--- src/rtl/uop_queue_if.sv ---
// uop_queue_if: bundles the decode-side enqueue bus, the backend-side
// dequeue bus and the queue status signals of uop_queue.
//   slave  : the queue itself (takes enq_*, deq_stall, flush; drives the rest)
//   master : decode/backend side (drives enq_*, deq_stall, flush)
// Enqueue : enq_valid, enq_ready, enq_uop, enq_eoi, enq_imm, enq_use_imm,
//           enq_pc, enq_except, enq_src1_arch, enq_src2_arch, enq_dest_arch
// Dequeue : deq_stall, uop_ready, uop, eoi, imm, use_imm, pc, except,
//           src1_arch, src2_arch, dest_arch
// Control : flush
// Status  : count, empty, full
interface uop_queue_if #(
    parameter int NUM_UOPS      = 32,
    parameter int XLEN          = 32,
    parameter int ARCHFILE_SIZE = 32,
    parameter int DEPTH         = 8
);
    localparam int UOP_W = $clog2(NUM_UOPS);
    localparam int REG_W = $clog2(ARCHFILE_SIZE);
    localparam int CNT_W = $clog2(DEPTH) + 1;

    logic             enq_valid;
    logic             enq_ready;
    logic [UOP_W-1:0] enq_uop;
    logic             enq_eoi;
    logic [XLEN-1:0]  enq_imm;
    logic             enq_use_imm;
    logic [31:0]      enq_pc;
    logic             enq_except;
    logic [REG_W-1:0] enq_src1_arch;
    logic [REG_W-1:0] enq_src2_arch;
    logic [REG_W-1:0] enq_dest_arch;

    logic             deq_stall;
    logic             flush;

    logic             uop_ready;
    logic [UOP_W-1:0] uop;
    logic             eoi;
    logic [XLEN-1:0]  imm;
    logic             use_imm;
    logic [31:0]      pc;
    logic             except;
    logic [REG_W-1:0] src1_arch;
    logic [REG_W-1:0] src2_arch;
    logic [REG_W-1:0] dest_arch;

    logic [CNT_W-1:0] count;
    logic             empty;
    logic             full;

    modport slave (
        input  enq_valid, enq_uop, enq_eoi, enq_imm, enq_use_imm, enq_pc,
               enq_except, enq_src1_arch, enq_src2_arch, enq_dest_arch,
               deq_stall, flush,
        output enq_ready, uop_ready, uop, eoi, imm, use_imm, pc, except,
               src1_arch, src2_arch, dest_arch, count, empty, full
    );

    modport master (
        output enq_valid, enq_uop, enq_eoi, enq_imm, enq_use_imm, enq_pc,
               enq_except, enq_src1_arch, enq_src2_arch, enq_dest_arch,
               deq_stall, flush,
        input  enq_ready, uop_ready, uop, eoi, imm, use_imm, pc, except,
               src1_arch, src2_arch, dest_arch, count, empty, full
    );
endinterface

--- src/rtl/uop_queue.sv ---
// uop_queue: circular FIFO of decoded micro-ops between decode and the
// backend. First-word fall-through with no bypass: an entry becomes visible
// at the head the cycle after it is written. Head fields are forced to 0
// whenever uop_ready is low. flush clears the queue synchronously.
// Ports:
//   clk : clock
//   rst : asynchronous active-low reset
//   q   : uop_queue_if.slave (enqueue bus, dequeue bus, flush, status)
module uop_queue #(
    parameter int NUM_UOPS      = 32,
    parameter int XLEN          = 32,
    parameter int ARCHFILE_SIZE = 32,
    parameter int DEPTH         = 8
) (
    input  logic        clk,
    input  logic        rst,
    uop_queue_if.slave  q
);
    localparam int UOP_W = $clog2(NUM_UOPS);
    localparam int REG_W = $clog2(ARCHFILE_SIZE);
    localparam int PTR_W = $clog2(DEPTH);
    localparam int CNT_W = $clog2(DEPTH) + 1;
    localparam logic [CNT_W-1:0] CNT_FULL = CNT_W'(DEPTH);

    logic [PTR_W-1:0] r_head;
    logic [PTR_W-1:0] r_tail;
    logic [CNT_W-1:0] r_count;
    logic [CNT_W-1:0] w_count_nxt;

    // Entry storage carries no reset; occupancy is tracked by r_count alone.
    logic [UOP_W-1:0] r_mem_uop    [DEPTH];
    logic             r_mem_eoi    [DEPTH];
    logic [XLEN-1:0]  r_mem_imm    [DEPTH];
    logic             r_mem_use_imm[DEPTH];
    logic [31:0]      r_mem_pc     [DEPTH];
    logic             r_mem_except [DEPTH];
    logic [REG_W-1:0] r_mem_src1   [DEPTH];
    logic [REG_W-1:0] r_mem_src2   [DEPTH];
    logic [REG_W-1:0] r_mem_dest   [DEPTH];

    logic w_empty;
    logic w_full;
    logic w_enq;
    logic w_deq;

    assign w_empty = (r_count == '0);
    assign w_full  = (r_count == CNT_FULL);

    // enq_ready looks only at the occupancy: a full queue refuses even when
    // a dequeue happens in the same cycle, keeping deq_stall/flush off this path.
    assign w_enq = q.enq_valid && !w_full && !q.flush;
    assign w_deq = !w_empty && !q.deq_stall && !q.flush;

    always_comb begin
        w_count_nxt = r_count;
        case ({w_enq, w_deq})
            2'b10:   w_count_nxt = r_count + 1'b1;
            2'b01:   w_count_nxt = r_count - 1'b1;
            default: w_count_nxt = r_count;
        endcase
    end

    always_ff @(posedge clk or negedge rst) begin
        if (!rst) begin
            r_head  <= '0;
            r_tail  <= '0;
            r_count <= '0;
        end else if (q.flush) begin
            r_head  <= '0;
            r_tail  <= '0;
            r_count <= '0;
        end else begin
            // Pointers are exactly PTR_W wide, so DEPTH being a power of two
            // gives the modulo wrap for free.
            if (w_enq) r_tail <= r_tail + 1'b1;
            if (w_deq) r_head <= r_head + 1'b1;
            r_count <= w_count_nxt;
        end
    end

    always_ff @(posedge clk) begin
        if (w_enq) begin
            r_mem_uop[r_tail]     <= q.enq_uop;
            r_mem_eoi[r_tail]     <= q.enq_eoi;
            r_mem_imm[r_tail]     <= q.enq_imm;
            r_mem_use_imm[r_tail] <= q.enq_use_imm;
            r_mem_pc[r_tail]      <= q.enq_pc;
            r_mem_except[r_tail]  <= q.enq_except;
            r_mem_src1[r_tail]    <= q.enq_src1_arch;
            r_mem_src2[r_tail]    <= q.enq_src2_arch;
            r_mem_dest[r_tail]    <= q.enq_dest_arch;
        end
    end

    assign q.enq_ready = !w_full;
    assign q.uop_ready = w_deq;
    assign q.count     = r_count;
    assign q.empty     = w_empty;
    assign q.full      = w_full;

    // Head fields are zeroed unless the head is actually being consumed, so
    // the backend never latches stale or unwritten storage.
    assign q.uop       = w_deq ? r_mem_uop[r_head]     : '0;
    assign q.eoi       = w_deq ? r_mem_eoi[r_head]     : 1'b0;
    assign q.imm       = w_deq ? r_mem_imm[r_head]     : '0;
    assign q.use_imm   = w_deq ? r_mem_use_imm[r_head] : 1'b0;
    assign q.pc        = w_deq ? r_mem_pc[r_head]      : '0;
    assign q.except    = w_deq ? r_mem_except[r_head]  : 1'b0;
    assign q.src1_arch = w_deq ? r_mem_src1[r_head]    : '0;
    assign q.src2_arch = w_deq ? r_mem_src2[r_head]    : '0;
    assign q.dest_arch = w_deq ? r_mem_dest[r_head]    : '0;
endmodule

--- src/flat_wrapper.sv ---
// flat-port wrapper written by rule: the top's interface ports become plain ports
module uop_queue_flat 
#(
    parameter int NUM_UOPS      = 32,
    parameter int XLEN          = 32,
    parameter int ARCHFILE_SIZE = 32,
    parameter int DEPTH         = 8
)
  (clk, rst, q_enq_valid, q_enq_uop, q_enq_eoi, q_enq_imm, q_enq_use_imm, q_enq_pc, q_enq_except, q_enq_src1_arch, q_enq_src2_arch, q_enq_dest_arch, q_deq_stall, q_flush, q_enq_ready, q_uop_ready, q_uop, q_eoi, q_imm, q_use_imm, q_pc, q_except, q_src1_arch, q_src2_arch, q_dest_arch, q_count, q_empty, q_full);
  uop_queue_if #(.NUM_UOPS(NUM_UOPS), .XLEN(XLEN), .ARCHFILE_SIZE(ARCHFILE_SIZE), .DEPTH(DEPTH)) q_i ();
  input  logic clk;
  input  logic rst;
  input wire logic [$bits(q_i.enq_valid)-1:0] q_enq_valid;
  input wire logic [$bits(q_i.enq_uop)-1:0] q_enq_uop;
  input wire logic [$bits(q_i.enq_eoi)-1:0] q_enq_eoi;
  input wire logic [$bits(q_i.enq_imm)-1:0] q_enq_imm;
  input wire logic [$bits(q_i.enq_use_imm)-1:0] q_enq_use_imm;
  input wire logic [$bits(q_i.enq_pc)-1:0] q_enq_pc;
  input wire logic [$bits(q_i.enq_except)-1:0] q_enq_except;
  input wire logic [$bits(q_i.enq_src1_arch)-1:0] q_enq_src1_arch;
  input wire logic [$bits(q_i.enq_src2_arch)-1:0] q_enq_src2_arch;
  input wire logic [$bits(q_i.enq_dest_arch)-1:0] q_enq_dest_arch;
  input wire logic [$bits(q_i.deq_stall)-1:0] q_deq_stall;
  input wire logic [$bits(q_i.flush)-1:0] q_flush;
  output wire logic [$bits(q_i.enq_ready)-1:0] q_enq_ready;
  output wire logic [$bits(q_i.uop_ready)-1:0] q_uop_ready;
  output wire logic [$bits(q_i.uop)-1:0] q_uop;
  output wire logic [$bits(q_i.eoi)-1:0] q_eoi;
  output wire logic [$bits(q_i.imm)-1:0] q_imm;
  output wire logic [$bits(q_i.use_imm)-1:0] q_use_imm;
  output wire logic [$bits(q_i.pc)-1:0] q_pc;
  output wire logic [$bits(q_i.except)-1:0] q_except;
  output wire logic [$bits(q_i.src1_arch)-1:0] q_src1_arch;
  output wire logic [$bits(q_i.src2_arch)-1:0] q_src2_arch;
  output wire logic [$bits(q_i.dest_arch)-1:0] q_dest_arch;
  output wire logic [$bits(q_i.count)-1:0] q_count;
  output wire logic [$bits(q_i.empty)-1:0] q_empty;
  output wire logic [$bits(q_i.full)-1:0] q_full;
  assign q_i.enq_valid = q_enq_valid;
  assign q_i.enq_uop = q_enq_uop;
  assign q_i.enq_eoi = q_enq_eoi;
  assign q_i.enq_imm = q_enq_imm;
  assign q_i.enq_use_imm = q_enq_use_imm;
  assign q_i.enq_pc = q_enq_pc;
  assign q_i.enq_except = q_enq_except;
  assign q_i.enq_src1_arch = q_enq_src1_arch;
  assign q_i.enq_src2_arch = q_enq_src2_arch;
  assign q_i.enq_dest_arch = q_enq_dest_arch;
  assign q_i.deq_stall = q_deq_stall;
  assign q_i.flush = q_flush;
  assign q_enq_ready = q_i.enq_ready;
  assign q_uop_ready = q_i.uop_ready;
  assign q_uop = q_i.uop;
  assign q_eoi = q_i.eoi;
  assign q_imm = q_i.imm;
  assign q_use_imm = q_i.use_imm;
  assign q_pc = q_i.pc;
  assign q_except = q_i.except;
  assign q_src1_arch = q_i.src1_arch;
  assign q_src2_arch = q_i.src2_arch;
  assign q_dest_arch = q_i.dest_arch;
  assign q_count = q_i.count;
  assign q_empty = q_i.empty;
  assign q_full = q_i.full;
  uop_queue #(.NUM_UOPS(NUM_UOPS), .XLEN(XLEN), .ARCHFILE_SIZE(ARCHFILE_SIZE), .DEPTH(DEPTH)) u_core (.clk(clk), .rst(rst), .q(q_i));
endmodule
--- config.mk ---
export PLATFORM = sky130hd
export DESIGN_NAME = uop_queue_flat
export DESIGN_NICKNAME = d
export VERILOG_FILES = /design/src/rtl/uop_queue_if.sv /design/src/rtl/uop_queue.sv /design/src/flat_wrapper.sv
export SDC_FILE = /design/constraint.sdc
export NUM_CORES = 1
export LEC_CHECK = 0
export ABC_CLOCK_PERIOD_IN_PS = 9800
export CAP_MARGIN = 10
export CORE_ASPECT_RATIO = 1.1
export CORE_MARGIN = 2
export CORE_UTILIZATION = 45
export DETAILED_ROUTE_END_ITERATION = 16
export DONT_BUFFER_PORTS = 1
export GPL_TIMING_DRIVEN = 0
export SLEW_MARGIN = 20
export SYNTH_ARGS = -nofsm -noshare
export SYNTH_HDL_FRONTEND = slang
export SYNTH_SLANG_ARGS = --single-unit
--- constraint.sdc ---
create_clock -name clk -period 9.8 [get_ports clk]
set_input_delay 1.96 -clock clk [delete_from_list [all_inputs] [get_ports clk]]
set_output_delay 1.96 -clock clk [all_outputs]
set_load 0.02 [all_outputs]
# After elaboration in Yosys (flattened, before gate mapping)
# Memories as Yosys holds them, arrays and structs flattened.
# Cells that the tools add are included.
# totals
ramBits	696
inputBits	92
out_inout_bits	95
elab_cells	48
mem_count	9
reg_bits	10
# memory_table
memory	words	width	rd	rd_ports_with_merged_regs	write_ports	line_no	text
u_core.r_mem_imm	8	32	1	0	1	uop_queue.sv:33	logic [XLEN-1:0] r_mem_imm [DEPTH];
u_core.r_mem_pc	8	32	1	0	1	uop_queue.sv:35	logic [31:0] r_mem_pc [DEPTH];
u_core.r_mem_dest	8	5	1	0	1	uop_queue.sv:39	logic [REG_W-1:0] r_mem_dest [DEPTH];
u_core.r_mem_src1	8	5	1	0	1	uop_queue.sv:37	logic [REG_W-1:0] r_mem_src1 [DEPTH];
u_core.r_mem_src2	8	5	1	0	1	uop_queue.sv:38	logic [REG_W-1:0] r_mem_src2 [DEPTH];
u_core.r_mem_uop	8	5	1	0	1	uop_queue.sv:31	logic [UOP_W-1:0] r_mem_uop [DEPTH];
3 more memories	n/a	n/a	n/a	n/a	n/a	n/a	
# classes
n_mux	17
addsub	4
reduce_logical	12
eq_ne	3
# op_table
op	n
$mux 32	2
$mux 5	4
$mux 3	4
$pmux 4 s2	1
$add 3x1->3 const B	2
$mux 1	5
$add 4x1->4 const B	1
$eq 4x4->1 const B	1
$logic_and 1x1->1	4
$logic_not 1->1	4
$logic_not 4->1	1
$mux 4	1
$reduce_bool 2->1	2
$sub 4x1->4 const B	1
$reduce_bool 3->1	1
$eq 2x1->1 const B	1
$eq 2x2->1 const B	1

# Longest topological paths before layout
# logic_depth
ltp_word	7
mapped_depth	9
mapped_depth_nobuf	8

# Worst setup path after synthesis
# OpenSTA, ideal clock, no wires.
# synth_timing
path_kind	input to register
start	input port q_enq_valid
end	memory u_core.r_mem_dest[0][0] in the netlist's numbering, enable pin
arrival_ns	8.374
t_required_ns	9.161
n_path_buf	0
stages	3
setup_time_ns	0.639
setup_slack_ns	0.787
path_cell_list	nand2_1 -> or3_1 -> nor3_1
# synth_via
elab_chain_len	4
# synth_lines
element	line_no	text
start: declaration	flat_wrapper.sv:13	input wire logic [$bits(q_i.enq_valid)-1:0] q_enq_valid;
$logic_and 1x1->1 (2 in series)	uop_queue.sv:51	assign w_enq = q.enq_valid && !w_full && !q.flush;
$mux 1	uop_queue.sv:82	if (w_enq) begin
$mux 1 (not written as such)	uop_queue.sv:91	r_mem_dest[r_tail] <= q.enq_dest_arch;
end: declaration	uop_queue.sv:39	
# Every way passes these cells.

# Worst setup path in the final report
# layout_timing
start	input port q_flush
end	output port q_imm[25]
# layout_via
elab_chain_len	3
# layout_lines
element	line_no	text
start: declaration	flat_wrapper.sv:24	input wire logic [$bits(q_i.flush)-1:0] q_flush;
$logic_not 1->1	uop_queue.sv:52	assign w_deq = !w_empty && !q.deq_stall && !q.flush;
$logic_and 1x1->1	uop_queue.sv:52	
$mux 32	uop_queue.sv:105	assign q.imm = w_deq ? r_mem_imm[r_head] : '0;
end: declaration	flat_wrapper.sv:29	output wire logic [$bits(q_i.imm)-1:0] q_imm;
# Every way passes these cells.

==> impl_results.md <==
- CTS resizes: 0
- Worst setup margin: slightly below 4 ns
- Post-synth top flop: edfxtp_1
- Postcts setup bufs: 0
- Worst slew margin: 28.7%
- Maximum clock path buffer count: 3
- Power per cell area: 221 nW/um2
- Synth top cells by count: edfxtp_1 (696), mux4_2 (174), nor2_1 (105), mux2i_1 (90), clkbuf_1 (31)
- Place WS: between 3 and 4 ns
- P_leak: 0.00943 uW
- Nets@finish: 1,403
- Seq pwr share: 49.7%
- Outcome: completed
- CTS tree: yes
- Hold-fix buffers, CTS: 0
- Clock sink count: between 700 and 800
- Sw frac: a little under a quarter
- Routability cong.: 0.713
- Top cell type's share of synthesized area: 77.6%
- Drt pass-1 iters: 6
- Largest net degree at the start of global routing: 21
- Cell Count, Final, Fillers Out: between 2,000 and 2,500
- Clock Skew: 0.0146 ns
- Latest clock arrival within the worst-skew pair: 0.60 ns
- First-pass GRT wire length: 83.5 mm
- Internal power: 5260 uW
- Cell taking the most area after synthesis: edfxtp_1
- Chip height: around 260 um
- # IOs: 187
- Detailed placer's ending HPWL: about 36 mm
- Syn Area/Cell: 22.9 um2
- Count leader, synth: edfxtp_1
- Fin. Hold Viols: 0
- CP Class: input port to primary output
- Syn-to-layout area delta: 15.3%
- Post-synth EDFFs: roughly 700
- Initial antenna violation count: 0
- GRT Util Overall: 18.8%
- Slew Limit Fails: 0
- Worst-path clk slew: about 0.06 ns
- Synth Instances: around 1,200
- H-tree levels: 3
- Core area: 59,500 um2
- Yosys warns: 0
- P_sw: 1590 uW
- Mapped Nets: 1,274
- CP max stage cell: clkbuf_1
- Clock Power Share: 37.6%
- Die width: 237 um
- Total power: 6850 uW
- Critical Path Sink Type: primary output
- DRT Wirelength: 57.1 mm
- Setup TNS: 0 ns
- Vias: around 12,000
- RSZ-0062 raised after global routing: false
- Peak Freq: 0.168 GHz
- Initial Util: 45.3%
- Routed WL per cell: around 27 um
- CP Launch Type: input port
- Via density: 5.60
- Post-synthesis register bit count: a little over 700
- Root Buffer: clkbuf_16
- Iter 0 DRT Violations: around 750
- Syn Std Cell Area: 26,900 um2
- Slew @ Worst Pin: ~1.1 ns
- Crit path required time: 7.84 ns
- VDD IR max: 0.000118 V
- CP Cell Sequence: nor2_1 > nand2b_1 > clkbuf_2 > clkbuf_1 > buf_1 > nor2_1
- Post-synthesis cell type count: 25
- Share of layout cells above drive strength 1: 26.1%
- Row count: 94
- Post-route ant nets: 0
- Input/output buffers: 0
- CP arrival: 3.99 ns
- Register area share after synthesis: 78.5%
- Worst Hold Class: flip-flop to flip-flop
- Crit share post-route: 60.8%
- Combinational power share: 12.6%
- Synth top area cells: edfxtp_1 (78%), mux4_2 (15%), mux2i_1 (3.3%)
- CTS Buf Count: 70
- Die area: 61,800 um2
- Ys async rst share: approximately 1.4%
- Min Tclk post-route: between 5 and 6 ns
- Endpoints failing setup: 0
- Cell total after placement: 2,002
- Critical Path Fanout Max: 10
- DRC: 0
- Vias in the first global route: about 13,000
- Gr ovfl total: 0
- Max-Cap Viols: 0
- Critical path's most frequent cell: nor2_1
- Largest stage delay, worst path: 0.67 ns
-- layout by cell type, fill, tap and decap left out, types with 16 or more instances in the layout --
cell type / instances
mux2i_1: 90
edfxtp_1: 696
mux4_2: 174
buf_12: 17
nor2_1: 99
buf_4: 24
clkbuf_16: 73
buf_1: 16
clkbuf_1: 45
-- final cells by class --
type / count / area (um2)
antenna: 1 / 2.50
sequential: 706 / 21200
clock buffer: 88 / 1880
clock inverter: 36 / 319
multi-input combinational: 408 / 5590
buffer: 61 / 254
timing repair buffer: 57 / 896
tap: 768 / 961
inverter: 3 / 11.3
fill: 4669 / 28400
-- registers in the layout, summed over array words and instances (netlist names) --
name and cells:
u_core.r_mem_except 8, u_core.r_mem_dest 40, u_core.r_mem_src1 40, u_core.r_tail 3, u_core.r_mem_uop 40, u_core.r_mem_pc 256
u_core.r_mem_use_imm 8, u_core.r_mem_src2 40, u_core.r_mem_eoi 8, u_core.q.count 4, u_core.r_mem_imm 256, u_core.r_head 3
-- routing by layer --
layer / up-vias / routed length, um / GRT usage (%)
li1: 5168 / - / -
met1: 6415 / 23100 / 23.4
met2: 279 / 29100 / 32.0
met3: 61 / 4180 / 6.20
met4: 0 / 833 / 4.54
met5: - / 0 / 0
-- per-stage QoR --
| step | utilization (%) | hold WS [ns] | cell area, um2 |
|---|---|---|---|
| finish | 52.2 | 0.599 | 31100 |
| global route | 52.2 | 0.658 | 31100 |
| CTS | 52.2 | 0.602 | 31000 |
| detailed placement | 48.5 | 0.585 | 28800 |
| global placement | 46.9 | 0.579 | 27900 |
| floorplan | - | 0.546 | 26900 |
-- final timing paths --
path / depth (start not counted) / slack, ns / endpoint / start
worst min-delay path: 2 / 0.60 / u_core.r_tail[0] / u_core.r_tail[0]
worst min register to register: 2 / 0.60 / u_core.r_tail[0] / u_core.r_tail[0]
worst max register to register: 10 / 6.25 / u_core.r_mem_imm[0][5] / u_core.q.count[1]
min in group asynchronous: 0 / 1.06 / u_core.r_tail[1] / rst
worst max-delay path: 6 / 3.85 / q_imm[25] / q_flush
max in group asynchronous: 0 / 8.67 / u_core.r_head[0] / rst
-- cells by family (layout without fill, tap and decap cells) --
logic type	after synthesis	after routing	synth area share (%)
other	0	1	0
AO/OA/AOI/OAI	7	7	0.223
buffers and inverters	64	245	0.976
XOR/XNOR	9	9	0.293
AND/OR/NAND/NOR	124	124	1.90
flip-flops	706	706	78.5
adder cells (fa/ha/maj)	4	4	0.186
multiplexers	264	264	17.9
-- power groups by stage --
stage,sequential [uW],combinational [uW],clock [uW]
floorplan,3480,654,0
global placement,3490,862,0
detailed placement,3470,890,0
CTS,3410,890,2650
global route,3410,941,2760
finish,3410,864,2580
-- critical path, delay by kind of cell --
family / cells / cell delay, ns
buffers and inverters: 3 / 1.63
and+or+nand+nor: 3 / 0.39
Note: power is estimated with default switching activity, not from simulation.
